**src/rtl/vip_pkg.sv**
```systemverilog
// Shared types and constants for the grayscale pattern generator:
// FSM states, pattern selects and the noise LFSR definition.
package vip_pkg;

    typedef enum logic [2:0] {
        ST_IDLE,
        ST_VSYNC,
        ST_VBACK,
        ST_ACTIVE,
        ST_VFRONT
    } state_t;

    localparam logic [1:0] PAT_HRAMP   = 2'd0;
    localparam logic [1:0] PAT_VRAMP   = 2'd1;
    localparam logic [1:0] PAT_CHECKER = 2'd2;
    localparam logic [1:0] PAT_NOISE   = 2'd3;

    localparam logic [15:0] LFSR_SEED = 16'hACE1;
    // Taps 16,14,13,11 expressed as bit positions 0,2,3,5 of a right-shifting register
    localparam logic [15:0] LFSR_TAPS = 16'h002D;

    function automatic logic [15:0] lfsr_next(input logic [15:0] s);
        return {^(s & LFSR_TAPS), s[15:1]};
    endfunction

endpackage

```
**src/rtl/vip_lfsr16.sv**
```systemverilog
// 16-bit Fibonacci LFSR driving the impulse-noise pattern; reloads the seed
// at every frame start so each frame carries the same noise sequence.
module vip_lfsr16
    import vip_pkg::*;
(
    input  logic        clk,
    input  logic        rst,
    input  logic        enable,
    input  logic        reload,
    output logic [15:0] state
);

    always_ff @(posedge clk) begin
        if (rst || reload) begin
            state <= LFSR_SEED;
        end else if (enable) begin
            state <= lfsr_next(state);
        end
    end

endmodule

```
**src/rtl/vip_gray_pattern_gen.sv**
```systemverilog
// Synthetic grayscale video source producing the pe_frame_* pre-image stream
// with programmable frame timing and selectable test patterns.
//
//  state  | meaning
//  IDLE   | stopped, all outputs 0, waiting for enable
//  VSYNC  | V_SYNC lines with vsync high
//  VBACK  | V_BACK blank lines after sync
//  ACTIVE | V_ACT lines, first H_ACT ticks of each line carry pixels
//  VFRONT | V_FRONT blank lines, then restart (enable) or stop
module vip_gray_pattern_gen
    import vip_pkg::*;
#(
    parameter int H_ACT   = 640,
    parameter int H_BLANK = 160,
    parameter int V_SYNC  = 2,
    parameter int V_BACK  = 20,
    parameter int V_ACT   = 480,
    parameter int V_FRONT = 10,
    parameter int CLK_DIV = 2
) (
    input  logic       clk,
    input  logic       rst,
    input  logic       enable,
    input  logic [1:0] pattern_sel,
    output logic       pe_frame_vsync,
    output logic       pe_frame_href,
    output logic       pe_frame_clken,
    output logic [7:0] pe_img_Y,
    output logic       frame_done
);

    localparam int H_TOT  = H_ACT + H_BLANK;
    localparam int V_MAX1 = (V_SYNC > V_BACK) ? V_SYNC : V_BACK;
    localparam int V_MAX2 = (V_ACT > V_FRONT) ? V_ACT : V_FRONT;
    localparam int V_MAX  = (V_MAX1 > V_MAX2) ? V_MAX1 : V_MAX2;
    localparam int HW     = $clog2(H_TOT + 1);
    localparam int VW     = $clog2(V_MAX + 1);
    localparam int DW     = $clog2(CLK_DIV + 1);

    localparam logic [HW-1:0] H_LAST   = HW'(H_TOT - 1);
    localparam logic [HW-1:0] H_ACT_W  = HW'(H_ACT);
    localparam logic [DW-1:0] D_LAST   = DW'(CLK_DIV - 1);
    localparam logic [VW-1:0] VS_LAST  = VW'(V_SYNC - 1);
    localparam logic [VW-1:0] VB_LAST  = VW'(V_BACK - 1);
    localparam logic [VW-1:0] VA_LAST  = VW'(V_ACT - 1);
    localparam logic [VW-1:0] VF_LAST  = VW'(V_FRONT - 1);

    state_t          state, state_nxt;
    logic [DW-1:0]   div_cnt, div_nxt;
    logic [HW-1:0]   h_cnt, h_nxt;
    logic [VW-1:0]   v_cnt, v_nxt;
    logic [VW-1:0]   v_last;
    logic [1:0]      pat_q;
    logic            tick, line_end, v_at_last;
    logic            href, clken, frame_end, vsync_entry;
    logic [7:0]      x8, y8, pix;
    logic [15:0]     lfsr;
    logic            lfsr_unused;

    assign tick      = (div_cnt == D_LAST);
    assign line_end  = (h_cnt == H_LAST);
    assign v_at_last = (v_cnt == v_last);
    assign href      = (state == ST_ACTIVE) && (h_cnt < H_ACT_W);
    assign clken     = tick && href;
    assign frame_end = (state == ST_VFRONT) && tick && line_end && v_at_last;

    always_comb begin
        v_last = '0;
        case (state)
            ST_VSYNC:  v_last = VS_LAST;
            ST_VBACK:  v_last = VB_LAST;
            ST_ACTIVE: v_last = VA_LAST;
            ST_VFRONT: v_last = VF_LAST;
            default:   v_last = '0;
        endcase
    end

    always_comb begin
        state_nxt   = state;
        div_nxt     = div_cnt;
        h_nxt       = h_cnt;
        v_nxt       = v_cnt;
        vsync_entry = 1'b0;
        if (state == ST_IDLE) begin
            div_nxt = '0;
            h_nxt   = '0;
            v_nxt   = '0;
            if (enable) begin
                state_nxt   = ST_VSYNC;
                vsync_entry = 1'b1;
            end
        end else begin
            div_nxt = tick ? '0 : div_cnt + 1'b1;
            if (tick) begin
                h_nxt = line_end ? '0 : h_cnt + 1'b1;
                if (line_end) begin
                    v_nxt = v_cnt + 1'b1;
                    if (v_at_last) begin
                        v_nxt = '0;
                        case (state)
                            ST_VSYNC:  state_nxt = ST_VBACK;
                            ST_VBACK:  state_nxt = ST_ACTIVE;
                            ST_ACTIVE: state_nxt = ST_VFRONT;
                            ST_VFRONT: begin
                                // enable is only looked at here, so a drop never truncates a frame
                                state_nxt   = enable ? ST_VSYNC : ST_IDLE;
                                vsync_entry = enable;
                            end
                            default:   state_nxt = ST_IDLE;
                        endcase
                    end
                end
            end
        end
    end

    always_ff @(posedge clk) begin
        if (rst) begin
            state   <= ST_IDLE;
            div_cnt <= '0;
            h_cnt   <= '0;
            v_cnt   <= '0;
            pat_q   <= PAT_HRAMP;
        end else begin
            state   <= state_nxt;
            div_cnt <= div_nxt;
            h_cnt   <= h_nxt;
            v_cnt   <= v_nxt;
            if (vsync_entry) begin
                pat_q <= pattern_sel;
            end
        end
    end

    vip_lfsr16 u_lfsr (
        .clk    (clk),
        .rst    (rst),
        .enable (clken),
        .reload (vsync_entry),
        .state  (lfsr)
    );

    assign lfsr_unused = ^lfsr[15:8];
    assign x8 = 8'(h_cnt);
    assign y8 = 8'(v_cnt);

    always_comb begin
        pix = x8;
        case (pat_q)
            PAT_HRAMP:   pix = x8;
            PAT_VRAMP:   pix = y8;
            PAT_CHECKER: pix = (x8[3] ^ y8[3]) ? 8'hFF : 8'h00;
            PAT_NOISE: begin
                if (lfsr[7:0] == 8'h00) begin
                    pix = 8'hFF;
                end else if (lfsr[7:0] == 8'h01) begin
                    pix = 8'h00;
                end else begin
                    pix = x8;
                end
            end
            default:     pix = x8;
        endcase
    end

    always_ff @(posedge clk) begin
        if (rst) begin
            pe_frame_vsync <= 1'b0;
            pe_frame_href  <= 1'b0;
            pe_frame_clken <= 1'b0;
            pe_img_Y       <= 8'd0;
            frame_done     <= 1'b0;
        end else begin
            pe_frame_vsync <= (state == ST_VSYNC);
            pe_frame_href  <= href;
            pe_frame_clken <= clken;
            pe_img_Y       <= href ? pix : 8'd0;
            frame_done     <= frame_end;
        end
    end

endmodule

```
**config.mk**
```make
export PLATFORM = sky130hd
export DESIGN_NAME = vip_gray_pattern_gen
export DESIGN_NICKNAME = d
export VERILOG_FILES = /design/src/rtl/vip_pkg.sv /design/src/rtl/vip_lfsr16.sv /design/src/rtl/vip_gray_pattern_gen.sv
export SDC_FILE = /design/constraint.sdc
export NUM_CORES = 1
export LEC_CHECK = 0
export ABC_AREA = 1
export BUFFER_PORTS_ARGS = -buffer_cell sky130_fd_sc_hd__buf_2
export CAP_MARGIN = 20
export CORE_MARGIN = 5
export CORE_UTILIZATION = 60
export CTS_CLUSTER_DIAMETER = 150
export DETAILED_ROUTE_END_ITERATION = 10
export GPL_ROUTABILITY_DRIVEN = 0
export HOLD_SLACK_MARGIN = 0.02
export MAX_ROUTING_LAYER = met4
export PLACE_DENSITY = 0.89
export RECOVER_POWER = 50
export SLEW_MARGIN = 20
export SYNTH_ARGS = -nofsm -noshare
export SYNTH_HDL_FRONTEND = slang
export SYNTH_HIERARCHICAL = 1
export SYNTH_SLANG_ARGS = --single-unit
export TNS_END_PERCENT = 100
```
**constraint.sdc**
```tcl
create_clock -name clk -period 2.15 [get_ports clk]
set_input_delay 0.215 -clock clk [delete_from_list [all_inputs] [get_ports clk]]
set_output_delay 0.215 -clock clk [all_outputs]
set_load 0.02 [all_outputs]
```
==> summary.txt, run 1 <==
Run status
  • Run status: finished, final reports clean

GRT
  • Vias in the first global route: ~2500
  • Gr ovfl total: 0
  • Gr usage total: between 20% and 30%
  • First-pass GRT wire length: approximately 11000 um
  • Largest net degree at the start of global routing: 21
  • Antenna violations before repair: 0

STA
  • Final hold slack: ~0.16 ns
  • Final hold violation count: 0
  • Final Cycle Share: slightly above 90%
  • Unrepaired setup endpoints after global routing: false
  • Fmax: roughly 500 MHz
  • Slew headroom: ~62%
  • Setup Skew: about 0.0077 ns
  • Least-Margin Pin Slew: 0.571 ns
  • Final Worst Setup Slack: roughly 0.16 ns
  • Endpoints failing setup: 0
  • Fin crit period: between 1.5 and 2 ns
  • Setup tns final: 0 ns
  • Slew Viols, Final: 0

Yosys
  • Post-synthesis mux area share: 0%
  • Share of the synthesized area in the top cell type: 39.9%
  • Post-Syn Instances: about 370
  • Mapped Area: around 2700 um^2
  • XOR/XNOR Fraction of Synth Area: ~1.9%
  • Compound-Gate Fraction of Synth Area: 14.8%
  • Post-Syn Area per Cell: 7.25 um^2
  • Ys Warns: 6
  • Post-synthesis adder-cell area fraction: between 1 and 1.5%
  • Netlist cell types: 39
  • Sequential area share after synthesis: about 40%
  • Largest family of logic cells by synthesized area: simple AND/OR/NAND/NOR gates
  • Number of synthesized register bits: 54
  • Cell taking the most area after synthesis: dfxtp_1
  • Simple-gate share of the synthesized area: roughly a third
  • Largest cells by area after synthesis: dfxtp_1 40%, nand2_1 12%, a21oi_1 5.5%
  • Syn_nets: 382

Worst setup path
  • Worst-path cell chain: ha_1 > inv_1 > nor3_4 > nand4_4 > inv_2 > nand3_4 > nand2_1 > or2_4 > inv_6 > o21ai_1 > a21oi_1
  • Setup slack, reg-to-reg: around 0.16 ns
  • Slowest cell on the critical path: dfxtp_1
  • Worst path arrival time: around 2.2 ns
  • WS Path Type: reg -> reg
  • CP delay by family, top: simple AND/OR/NAND/NOR gates
  • Worst path max stage delay: around 0.4 ns
  • Reg2reg start: h_cnt[0]
  • Crit start category: register
  • CP max FO: 11
  • CP required: between 2 and 2.5 ns
  • Worst reg2reg path depth: 11
  • CP bufs+invs: 3
  • Reg-to-reg endpoint: u_lfsr/state[1]
  • Endpoint class of the critical path: register

Flow run
  • Max cap viols: 0

Clocking
  • Clk pin slew, worst setup/hold paths: 0.09 ns
  • H-tree depth: 2
  • CTS tree: done
  • Hold buffer count at cts: 0
  • Root Buffer Master: clkbuf_8
  • Clk buf depth: 2
  • Inserted Clock Buffers: 5
  • CTS sink count: 54
  • Clock latency at the later pin of the worst-skew pair: 0.30 ns

Placement
  • DP Worst Slack: between 0.1 and 0.15 ns
  • PortBufs: 16
  • Post-DP HPWL: ~4500 um
  • Placed cells: between 400 and 500

Floorplanning
  • I/O Pins: 17
  • Die area: between 5000 and 6000 um^2
  • Starting Density: between 60% and 70%
  • Core area: around 4400 um^2
  • Die Wd: between 70 and 80 um
  • Row cnt: 24
  • Chip height: approximately 77 um

Power and ir drop
  • Peak supply drop: ~0.00052 V
  • Pwr per Cell Area: ~750 nW/um^2
  • Leak pwr: between 1 and 1.5 nW

Cells and area
  • Diodes inserted: 0
  • Fin cells: between 400 and 500
  • P&R area growth vs syn: 9.00%
  • Share of layout cells above drive strength 1: a little under an eighth
  • Fin nets: approximately 400

Routing
  • Post-DR wirelength/cell: about 14 um
  • DR pass1 iterations: 5
  • Vias after detailed routing: 2592
  • Post-DRT Antenna Nets: 0
  • Residual DRC count: 0
  • Final wirelength: 6250 um
  • Vias per std cell: around 5.8
  • DR iter-0 viols: a little over 300

Worst hold path
  • Hold Startpoint: pattern_sel[1]
  • Worst Hold Class: in -> reg
  • Hold EP: pat_q[1]
  • Worst hold path stage count: 3
-- metal layers --
layer	share of wire [%]	GRT usage [%]	vias to the layer above
met2	47	35.4	144
met3	7.8	3.98	26
met5	0	-	-
met1	42	28.1	1143
li1	-	-	1279
met4	3.1	9.45	0
-- where the power goes --
part | internal, mW | total [mW] | switching, mW | leakage [nW]
Combinational | 0.103 | 0.362 | 0.259 | 0.678
Sequential | 1.02 | 1.05 | 0.0243 | 0.436
Clock | 0.496 | 0.812 | 0.316 | 0.0714
-- synth_stat cells --
cell type   n
nor2_1     37
or2_1       1
nand4_1     4
nor2_2      4
nor2b_1     1
nor3_1     14
nand2_2     4
o21ai_1     5
nand4_4     1
o211ai_1    2
o21ai_2     4
nor3b_1     2
xor2_1      4
inv_1      34
buf_6       1
buf_2       3
nor4_1      4
nand3_4     1
nand3_1    24
nor2_4      2
nor3_2      2
clkbuf_1    1
dfxtp_1    54
inv_6       1
nand2_4     1
inv_2       8
xnor2_1     2
a21oi_1    30
clkinv_1    1
buf_4       1
ha_1        3
nor3_4      1
nand3_2     2
a211oi_1    1
nand2_1    87
o21ai_0    16
a221oi_1    7
a21oi_2     3
buf_12      1
-- worst max path at each step --
stage               cells after the start      from               to
finish                                 11  h_cnt[0]  u_lfsr/state[1]
global route                           11  h_cnt[0]  u_lfsr/state[1]
CTS                                    11  h_cnt[0]  u_lfsr/state[1]
detailed placement                     11  h_cnt[0]  u_lfsr/state[1]
global placement                       14  state[1]  u_lfsr/state[1]
floorplan                              13  h_cnt[0]  u_lfsr/state[2]
-- area by class of cell --
cell class	count	area, um^2
Multi-Input combinational cell	269	1400
Timing Repair Buffer	21	98.8
Clock inverter	2	60.1
Sequential cell	54	1080
Tap cell	52	65.1
Clock buffer	6	82.6
Fill cell	354	1430
Inverter	44	170
-- state kept, by name, indices dropped and copies added (netlist names) --
register        count
div_cnt             2
frame_done          1
h_cnt              10
pat_q               2
pe_frame_clken      1
pe_frame_href       1
pe_frame_vsync      1
pe_img_Y            8
state               3
u_lfsr/state       16
v_cnt               9
-- what timing repair did --
item / in CTS / in global routing
resized for setup: 0 / 1
buffers inserted: 0 / 0
endpoints found under the setup margin: 0 / 9
-- cell usage in the layout, fill, tap and decap left out, drive strengths merged --
cell / count
nand2: 92
dfxtp: 54
nor2: 43
inv: 43
a21oi: 33
nand3: 27
o21ai: 25
clkbuf: 19
nor3: 17
buf: 8
a221oi: 7
nand4: 5
nor4: 4
xor2: 4
ha: 3
xnor2: 2
nor3b: 2
bufinv: 2
o211ai: 2
nor2b: 1
clkinv: 1
a211oi: 1
or2: 1
-- worst min-delay path: cells and delay by family --
kind | cells | cell delay [ns]
buffers and inverters | 1 | 0.08
AO/OA/AOI/OAI | 1 | 0.03
AND/OR/NAND/NOR | 1 | 0.09
-- per-stage QoR --
stage          utilization, %  instance area, um^2  total power [mW]
2_1_floorplan               -                 2710              1.35
3_3_place_gp             64.7                 2840              1.41
3_5_place_dp             64.7                 2840              1.42
4_1_cts                  68.0                 2980              2.22
5_1_grt                  67.4                 2960              2.32
6_report                 67.4                 2960              2.22
-- cells by family (layout without fill, tap and decap cells) --
family	Yosys count	after routing
DFF	54	54
buffers and inverters	51	73
adders and majority gates	3	3
AOI/OAI and AO/OA	68	68
and+or+nand+nor	192	192
xor gates and xnor gates	6	6
No activity file was read; power rests on OpenSTA's default activity.
==> run 2, diff against run 1 <==
==> constraint.sdc (replaced) <==
create_clock -name clk -period 2.4 [get_ports clk]
set_input_delay 0.24 -clock clk [delete_from_list [all_inputs] [get_ports clk]]
set_output_delay 0.24 -clock clk [all_outputs]
set_load 0.02 [all_outputs]
==> run 2 against run 1 <==
Core utilization decreased by 0.74 points. Count of clock-buffer cells in the layout decreased by 1. Flip-flop and latch count unchanged. First-iteration DRC count decreased by 8.6%. Via count decreased by 4.9%. Power decreased by 16%. Critical endpoint unchanged. Clock skew about the same. Register-to-register slack improved by 0.20 ns. Clock power decreased by 25%. Design area decreased by 1.1%. Sequential power decreased by 11%. Non-clock buffer count decreased by 1.
==> summary.txt, run 2 (synthesized netlist as in run 1, its figures left out) <==
Floorplanning
  • Starting Density: 61.8% (unchanged)
  • Row cnt: 24 (unchanged)
  • Die Wd: 77.2 um (unchanged)
  • Die area: 5960 um^2 (unchanged)
  • Core area: 4380 um^2 (unchanged)
  • I/O Pins: 17 (unchanged)
  • Chip height: 77.2 um (unchanged)

Clocking
  • Hold buffer count at cts: 0 (unchanged)
  • Inserted Clock Buffers: 5 (unchanged)
  • Clock latency at the later pin of the worst-skew pair: 0.31 ns (was 0.30 ns)
  • Root Buffer Master: clkbuf_8 (unchanged)
  • H-tree depth: 2 (unchanged)
  • CTS tree: done (unchanged)
  • Clk buf depth: 2 (unchanged)
  • Clk pin slew, worst setup/hold paths: 0.10 ns (was 0.09 ns)
  • CTS sink count: 54 (unchanged)
  • Post-CTS sizing: 0 (unchanged)
  • Post-CTS setup buffer count: 0 (unchanged)

STA
  • Fmax: 488 MHz (was 502 MHz)
  • Slew Viols, Final: 0 (unchanged)
  • Setup tns final: 0 ns (unchanged)
  • Least-Margin Pin Slew: 0.571 ns (about the same)
  • Final hold violation count: 0 (unchanged)
  • Setup Skew: 0.00725 ns (was 0.00772 ns)
  • Endpoints failing setup: 0 (unchanged)
  • Slew headroom: 61.8% (about the same)
  • Unrepaired setup endpoints after global routing: false (unchanged)
  • Fin crit period: 2.05 ns (was 1.99 ns)
  • Final Cycle Share: 85.3% (was 92.7%)

Cells and area
  • Commonest non-fill, non-tap cell in the layout: nand2_1 (unchanged)
  • Largest register by flop count: u_lfsr/state (unchanged)
  • Most frequent cells in the layout: 88 x nand2_1, 54 x dfxtp_1, 38 x nor2_1 (was 87 x nand2_1, 54 x dfxtp_1, 40 x nor2_1)
  • Filler instances: 369 (was 354)
  • Share of layout cells above drive strength 1: 11.4% (about the same)
  • P&R area growth vs syn: 7.80% (was 9.00%)
  • Diodes inserted: 0 (unchanged)
  • Largest register FFs: 16 (unchanged)
  • Largest registers: u_lfsr/state: 16 flops, h_cnt: 10 flops, v_cnt: 9 flops (unchanged)
  • Fin area: 2920 um^2 (was 2960 um^2)
  • Fin nets: 402 (was 403)
  • Core Util, Final: 66.7% (was 67.4%)

Power and ir drop
  • Peak supply drop: 0.000440 V (was 0.000520 V)
  • Pwr per Cell Area: 635 nW/um^2 (was 751 nW/um^2)
  • Leak pwr: 1.16 nW (was 1.19 nW)

Run status
  • Run status: finished, final reports clean (unchanged)

GRT
  • Gr ovfl total: 0 (unchanged)
  • Antenna violations before repair: 0 (unchanged)
  • Vias in the first global route: 2337 (was 2457)
  • Largest net degree at the start of global routing: 18 (was 21)
  • Gr usage total: 20.9% (was 22.4%)
  • First-pass GRT wire length: 10200 um (was 10900 um)

Flow run
  • Max cap viols: 0 (unchanged)

Routing
  • Post-DRT Antenna Nets: 0 (unchanged)
  • Vias after detailed routing: 2465 (was 2592)
  • DR pass1 iterations: 4 (was 5)
  • Residual DRC count: 0 (unchanged)
  • Final wirelength: 5750 um (was 6250 um)
  • DR iter-0 viols: 277 (was 303)
  • Vias per std cell: 5.51 (was 5.79)
  • Post-DR wirelength/cell: 12.9 um (was 14.0 um)

Worst setup path
  • CP required: 2.60 ns (was 2.34 ns)
  • CP max FO: 11 (unchanged)
  • WS Path Type: reg -> reg (unchanged)
  • CP bufs+invs: 3 (unchanged)
  • Worst-path cell chain: ha_1 > inv_1 > nor3_4 > nand4_4 > inv_2 > nand3_4 > nand2_1 > or2_1 > inv_6 > o21ai_1 > a21oi_1 (was ha_1 > inv_1 > nor3_4 > nand4_4 > inv_2 > nand3_4 > nand2_1 > or2_4 > inv_6 > o21ai_1 > a21oi_1)
  • Endpoint class of the critical path: register (unchanged)
  • Slowest cell on the critical path: dfxtp_1 (unchanged)
  • CP delay by family, top: simple AND/OR/NAND/NOR gates (unchanged)
  • Crit start category: register (unchanged)
  • Worst path arrival time: 2.25 ns (was 2.18 ns)
  • Worst path max stage delay: 0.41 ns (was 0.40 ns)

Placement
  • Post-DP HPWL: 4380 um (was 4460 um)
  • DP Area: 2830 um^2 (was 2840 um^2)
  • PortBufs: 16 (unchanged)

Worst hold path
  • Worst Hold Class: in -> reg (unchanged)
[run 2: layout make-up]
type                    instances  area (um^2)  area share (%)
clock inverters                 3         45.0            1.54
flip-flops and latches         54         1080            37.0
repair buffers                 20         95.1            3.25
multi-input cells             269         1400            47.8
inverters                      44          170            5.82
clock buffers                   5         68.8            2.35
well taps                      52         65.1            2.23
[run 2: metrics by stage]
stage | power [mW] | worst slack [ns] | hold WS [ns] | cells
after floorplan | 1.21 | 0.551 | 0.309 | 374
after global placement | 1.26 | 0.460 | 0.416 | 439
after detailed placement | 1.27 | 0.370 | 0.427 | 439
after CTS | 1.87 | 0.367 | 0.154 | 447
after global routing | 1.96 | 0.117 | 0.151 | 447
final | 1.86 | 0.352 | 0.160 | 447
[run 2: path summary, 6_finish.rpt]
kind | startpoint | to | slack (ns) | cells past startpoint
hold / removal | pattern_sel[0] | pat_q[0] | 0.16 | 3
hold reg to reg | div_cnt[0] | div_cnt[0] | 0.44 | 1
setup reg to reg | h_cnt[0] | u_lfsr/state[1] | 0.35 | 11
setup / recovery | h_cnt[0] | u_lfsr/state[1] | 0.35 | 11
[run 2: worst reg2reg max path: cells and delay by family (launching register included)]
family          cells  cell delay, ns
fa+ha+maj           1            0.20
buf+inv             3            0.36
simple gates        5            0.84
flops               1            0.41
compound gates      2            0.14
[run 2: report_power, final]
part | switching (mW) | leakage, nW | internal [mW]
clock network | 0.296 | 0.0504 | 0.310
registers | 0.0230 | 0.436 | 0.915
logic | 0.222 | 0.675 | 0.0913
total | 0.540 | 1.16 | 1.32
[run 2: routing by layer]
| layer | up-vias | GRT usage [%] | part of all wire (%) |
|---|---|---|---|
| met4 | 0 | 6.36 | 1.5 |
| met5 | - | - | 0 |
| li1 | 1270 | - | - |
| met2 | 78 | 33.4 | 47 |
| met3 | 11 | 4.33 | 5.4 |
| met1 | 1106 | 26.5 | 46 |
==> run 3, diff against run 2 <==
==> constraint.sdc (replaced) <==
create_clock -name clk -period 2.7 [get_ports clk]
set_input_delay 0.27 -clock clk [delete_from_list [all_inputs] [get_ports clk]]
set_output_delay 0.27 -clock clk [all_outputs]
set_load 0.02 [all_outputs]
==> run 3 against run 2 <==
Final cell count fell by 0.67%. Worst setup slack improved by 0.11 ns. Combinational power fell by 15%. Die area did not move. Flip-flop and latch count did not move. Clock power rose by 6.6%. Register-to-register slack improved by 0.11 ns. Count of clock-buffer cells in the layout rose by 1. Global-route usage rose by 0.14 points.
==> summary.txt, run 3 (synthesized netlist as in run 1, its figures left out) <==
Run status
  • Run status: finished, final reports clean (unchanged)

Placement
  • Post-DP HPWL: 4360 um (was 4380 um)
  • PortBufs: 16 (unchanged)
  • Placed cells: 436 (was 439)

Worst setup path
  • CP bufs+invs: 3 (unchanged)
  • Reg-to-reg endpoint: u_lfsr/state[1] (unchanged)
  • CP max FO: 11 (unchanged)
  • Worst path max stage delay: 0.40 ns (was 0.41 ns)
  • Worst path arrival time: 2.43 ns (was 2.25 ns)
  • Reg2reg start: h_cnt[0] (unchanged)
  • Slowest cell on the critical path: dfxtp_1 (unchanged)
  • CP delay by family, top: simple AND/OR/NAND/NOR gates (unchanged)
  • Worst-path cell chain: ha_1 > inv_1 > nor3_4 > nand4_1 > inv_2 > nand3_4 > nand2_1 > or2_1 > inv_6 > o21ai_1 > a21oi_1 (was ha_1 > inv_1 > nor3_4 > nand4_4 > inv_2 > nand3_4 > nand2_1 > or2_1 > inv_6 > o21ai_1 > a21oi_1)
  • Setup slack, reg-to-reg: 0.46 ns (was 0.35 ns)
  • Endpoint class of the critical path: register (unchanged)
  • Crit start category: register (unchanged)
  • WS Path Type: reg -> reg (unchanged)
  • Worst reg2reg path depth: 11 (unchanged)
  • CP required: 2.90 ns (was 2.60 ns)

Clocking
  • Post-CTS sizing: 0 (unchanged)
  • H-tree depth: 2 (unchanged)
  • Inserted Clock Buffers: 5 (unchanged)
  • CTS sink count: 54 (unchanged)
  • Clk buf depth: 2 (unchanged)
  • Post-CTS setup buffer count: 0 (unchanged)
  • CTS tree: done (unchanged)
  • Hold buffer count at cts: 0 (unchanged)
  • Root Buffer Master: clkbuf_8 (unchanged)
  • Clock latency at the later pin of the worst-skew pair: 0.31 ns (about the same)
  • Clk pin slew, worst setup/hold paths: 0.09 ns (was 0.10 ns)

Cells and area
  • Largest register FFs: 16 (unchanged)
  • Fin cells: 444 (was 447)
  • Largest registers: u_lfsr/state: 16 flops, h_cnt: 10 flops, v_cnt: 9 flops (unchanged)
  • Commonest non-fill, non-tap cell in the layout: nand2_1 (unchanged)
  • Largest register by flop count: u_lfsr/state (unchanged)
  • Diodes inserted: 0 (unchanged)
  • Share of layout cells above drive strength 1: 9.69% (was 11.4%)
  • Most frequent cells in the layout: 88 x nand2_1, 54 x dfxtp_1, 40 x nor2_1 (was 88 x nand2_1, 54 x dfxtp_1, 38 x nor2_1)
  • P&R area growth vs syn: 6.78% (was 7.80%)
  • Fin nets: 399 (was 402)
  • Core Util, Final: 66.0% (was 66.7%)

Flow run
  • Max cap viols: 0 (unchanged)

STA
  • Least-Margin Pin Slew: 0.659 ns (was 0.571 ns)
  • Unrepaired setup endpoints after global routing: false (unchanged)
  • Slew Viols, Final: 0 (unchanged)
  • Endpoints failing setup: 0 (unchanged)
  • Setup tns final: 0 ns (unchanged)
  • Final hold violation count: 0 (unchanged)
  • Setup Skew: 0.00566 ns (was 0.00725 ns)
  • Fin crit period: 2.24 ns (was 2.05 ns)
  • Slew headroom: 55.6% (was 61.8%)
  • Fmax: 447 MHz (was 488 MHz)
  • Final Cycle Share: 82.8% (was 85.3%)

Routing
  • DR iter-0 viols: 279 (was 277)
  • Post-DR wirelength/cell: 13.5 um (was 12.9 um)
  • Residual DRC count: 0 (unchanged)
  • Vias after detailed routing: 2513 (was 2465)
  • DR pass1 iterations: 7 (was 4)
  • Final wirelength: 5970 um (was 5750 um)
  • Post-DRT Antenna Nets: 0 (unchanged)
  • Vias per std cell: 5.66 (was 5.51)

Worst hold path
  • Hold EP: pat_q[1] (was pat_q[0])
  • Worst Hold Class: in -> reg (unchanged)
  • Hold Startpoint: pattern_sel[1] (was pattern_sel[0])
  • Worst hold path stage count: 3 (unchanged)

Power and ir drop
  • Leak pwr: 1.15 nW (was 1.16 nW)
  • Internal: 1.28 mW (was 1.32 mW)
  • Pwr per Cell Area: 603 nW/um^2 (was 635 nW/um^2)
  • Peak supply drop: 0.000308 V (was 0.000440 V)
  • Psw: 0.463 mW (was 0.540 mW)
  • Net switching fraction of the power: 26.5% (was 29.1%)
  • Combinational power share: 15.3% (was 16.9%)
  • Clock power share: 37.0% (was 32.6%)
  • Sequential share of power: 47.7% (was 50.5%)

GRT
  • Gr usage total: 21.0% (was 20.9%)
  • Largest net degree at the start of global routing: 22 (was 18)
  • Vias in the first global route: 2256 (was 2337)
  • Gr ovfl total: 0 (unchanged)
  • Antenna violations before repair: 0 (unchanged)
  • First-pass GRT wire length: 10200 um (about the same)

Floorplanning
  • Starting Density: 61.8% (unchanged)
  • Row cnt: 24 (unchanged)
  • Core area: 4380 um^2 (unchanged)
  • Die area: 5960 um^2 (unchanged)
  • Die Wd: 77.2 um (unchanged)
  • I/O Pins: 17 (unchanged)
  • Chip height: 77.2 um (unchanged)
==> run 3: cell count changes in the layout (fill, tap and decap cells not counted), sizes merged <==
| cell | delta |
|---|---|
| bufinv | +1 |
| buf | -3 |
| clkinvlp | -2 |
| clkbuf | +1 |
==> run 3: metrics by stage <==
stage | hold WS, ns | power (mW) | setup WS (ns) | cell area, um^2
floorplan | 0.339 | 1.08 | 0.851 | 2710
global placement | 0.411 | 1.12 | 0.755 | 2810
detailed placement | 0.428 | 1.12 | 0.678 | 2810
CTS | 0.194 | 1.76 | 0.657 | 2950
global route | 0.212 | 1.83 | 0.225 | 2900
finish | 0.199 | 1.75 | 0.464 | 2900
==> run 3: how the worst max path moves through the flow <==
stage,startpoint,endpoint,slack [ns],cells after the start
final,h_cnt[0],u_lfsr/state[1],0.46,11
after global routing,state[1],u_lfsr/state[1],0.22,14
after CTS,h_cnt[0],u_lfsr/state[1],0.66,11
after detailed placement,h_cnt[0],u_lfsr/state[1],0.68,11
after global placement,state[1],u_lfsr/state[1],0.76,14
after floorplan,h_cnt[0],u_lfsr/state[2],0.85,13
==> run 3: power groups by stage <==
stage          logic, mW  registers, mW  clock network, mW
2_1_floorplan      0.227          0.850                  0
3_3_place_gp       0.265          0.851                  0
3_5_place_dp       0.270          0.851                  0
4_1_cts            0.274          0.833              0.654
5_1_grt            0.299          0.836              0.693
6_report           0.266          0.833              0.646
==> run 3: worst min-delay path: cells and delay by family <==
family / cells / cell delay [ns]
simple gates: 1 / 0.09
buf+inv: 1 / 0.08
compound gates: 1 / 0.03
==> run 3: area by class of cell <==
class | count | area [um^2]
inverters | 44 | 170
fillers | 393 | 1490
clock buffers | 6 | 82.6
well taps | 52 | 65.1
flip-flops and latches | 54 | 1080
repair buffers | 17 | 72.6
clock inverters | 2 | 60.1
multi-input cells | 269 | 1360
==> run 3: layer usage <==
| metal | vias up | global-route usage [%] | wire, um |
|---|---|---|---|
| met2 | 97 | 32.6 | 2760 |
| met1 | 1136 | 26.8 | 2730 |
| met5 | - | - | 0 |
| met4 | 0 | 8.08 | 129 |
| met3 | 18 | 4.45 | 345 |
| li1 | 1262 | - | - |
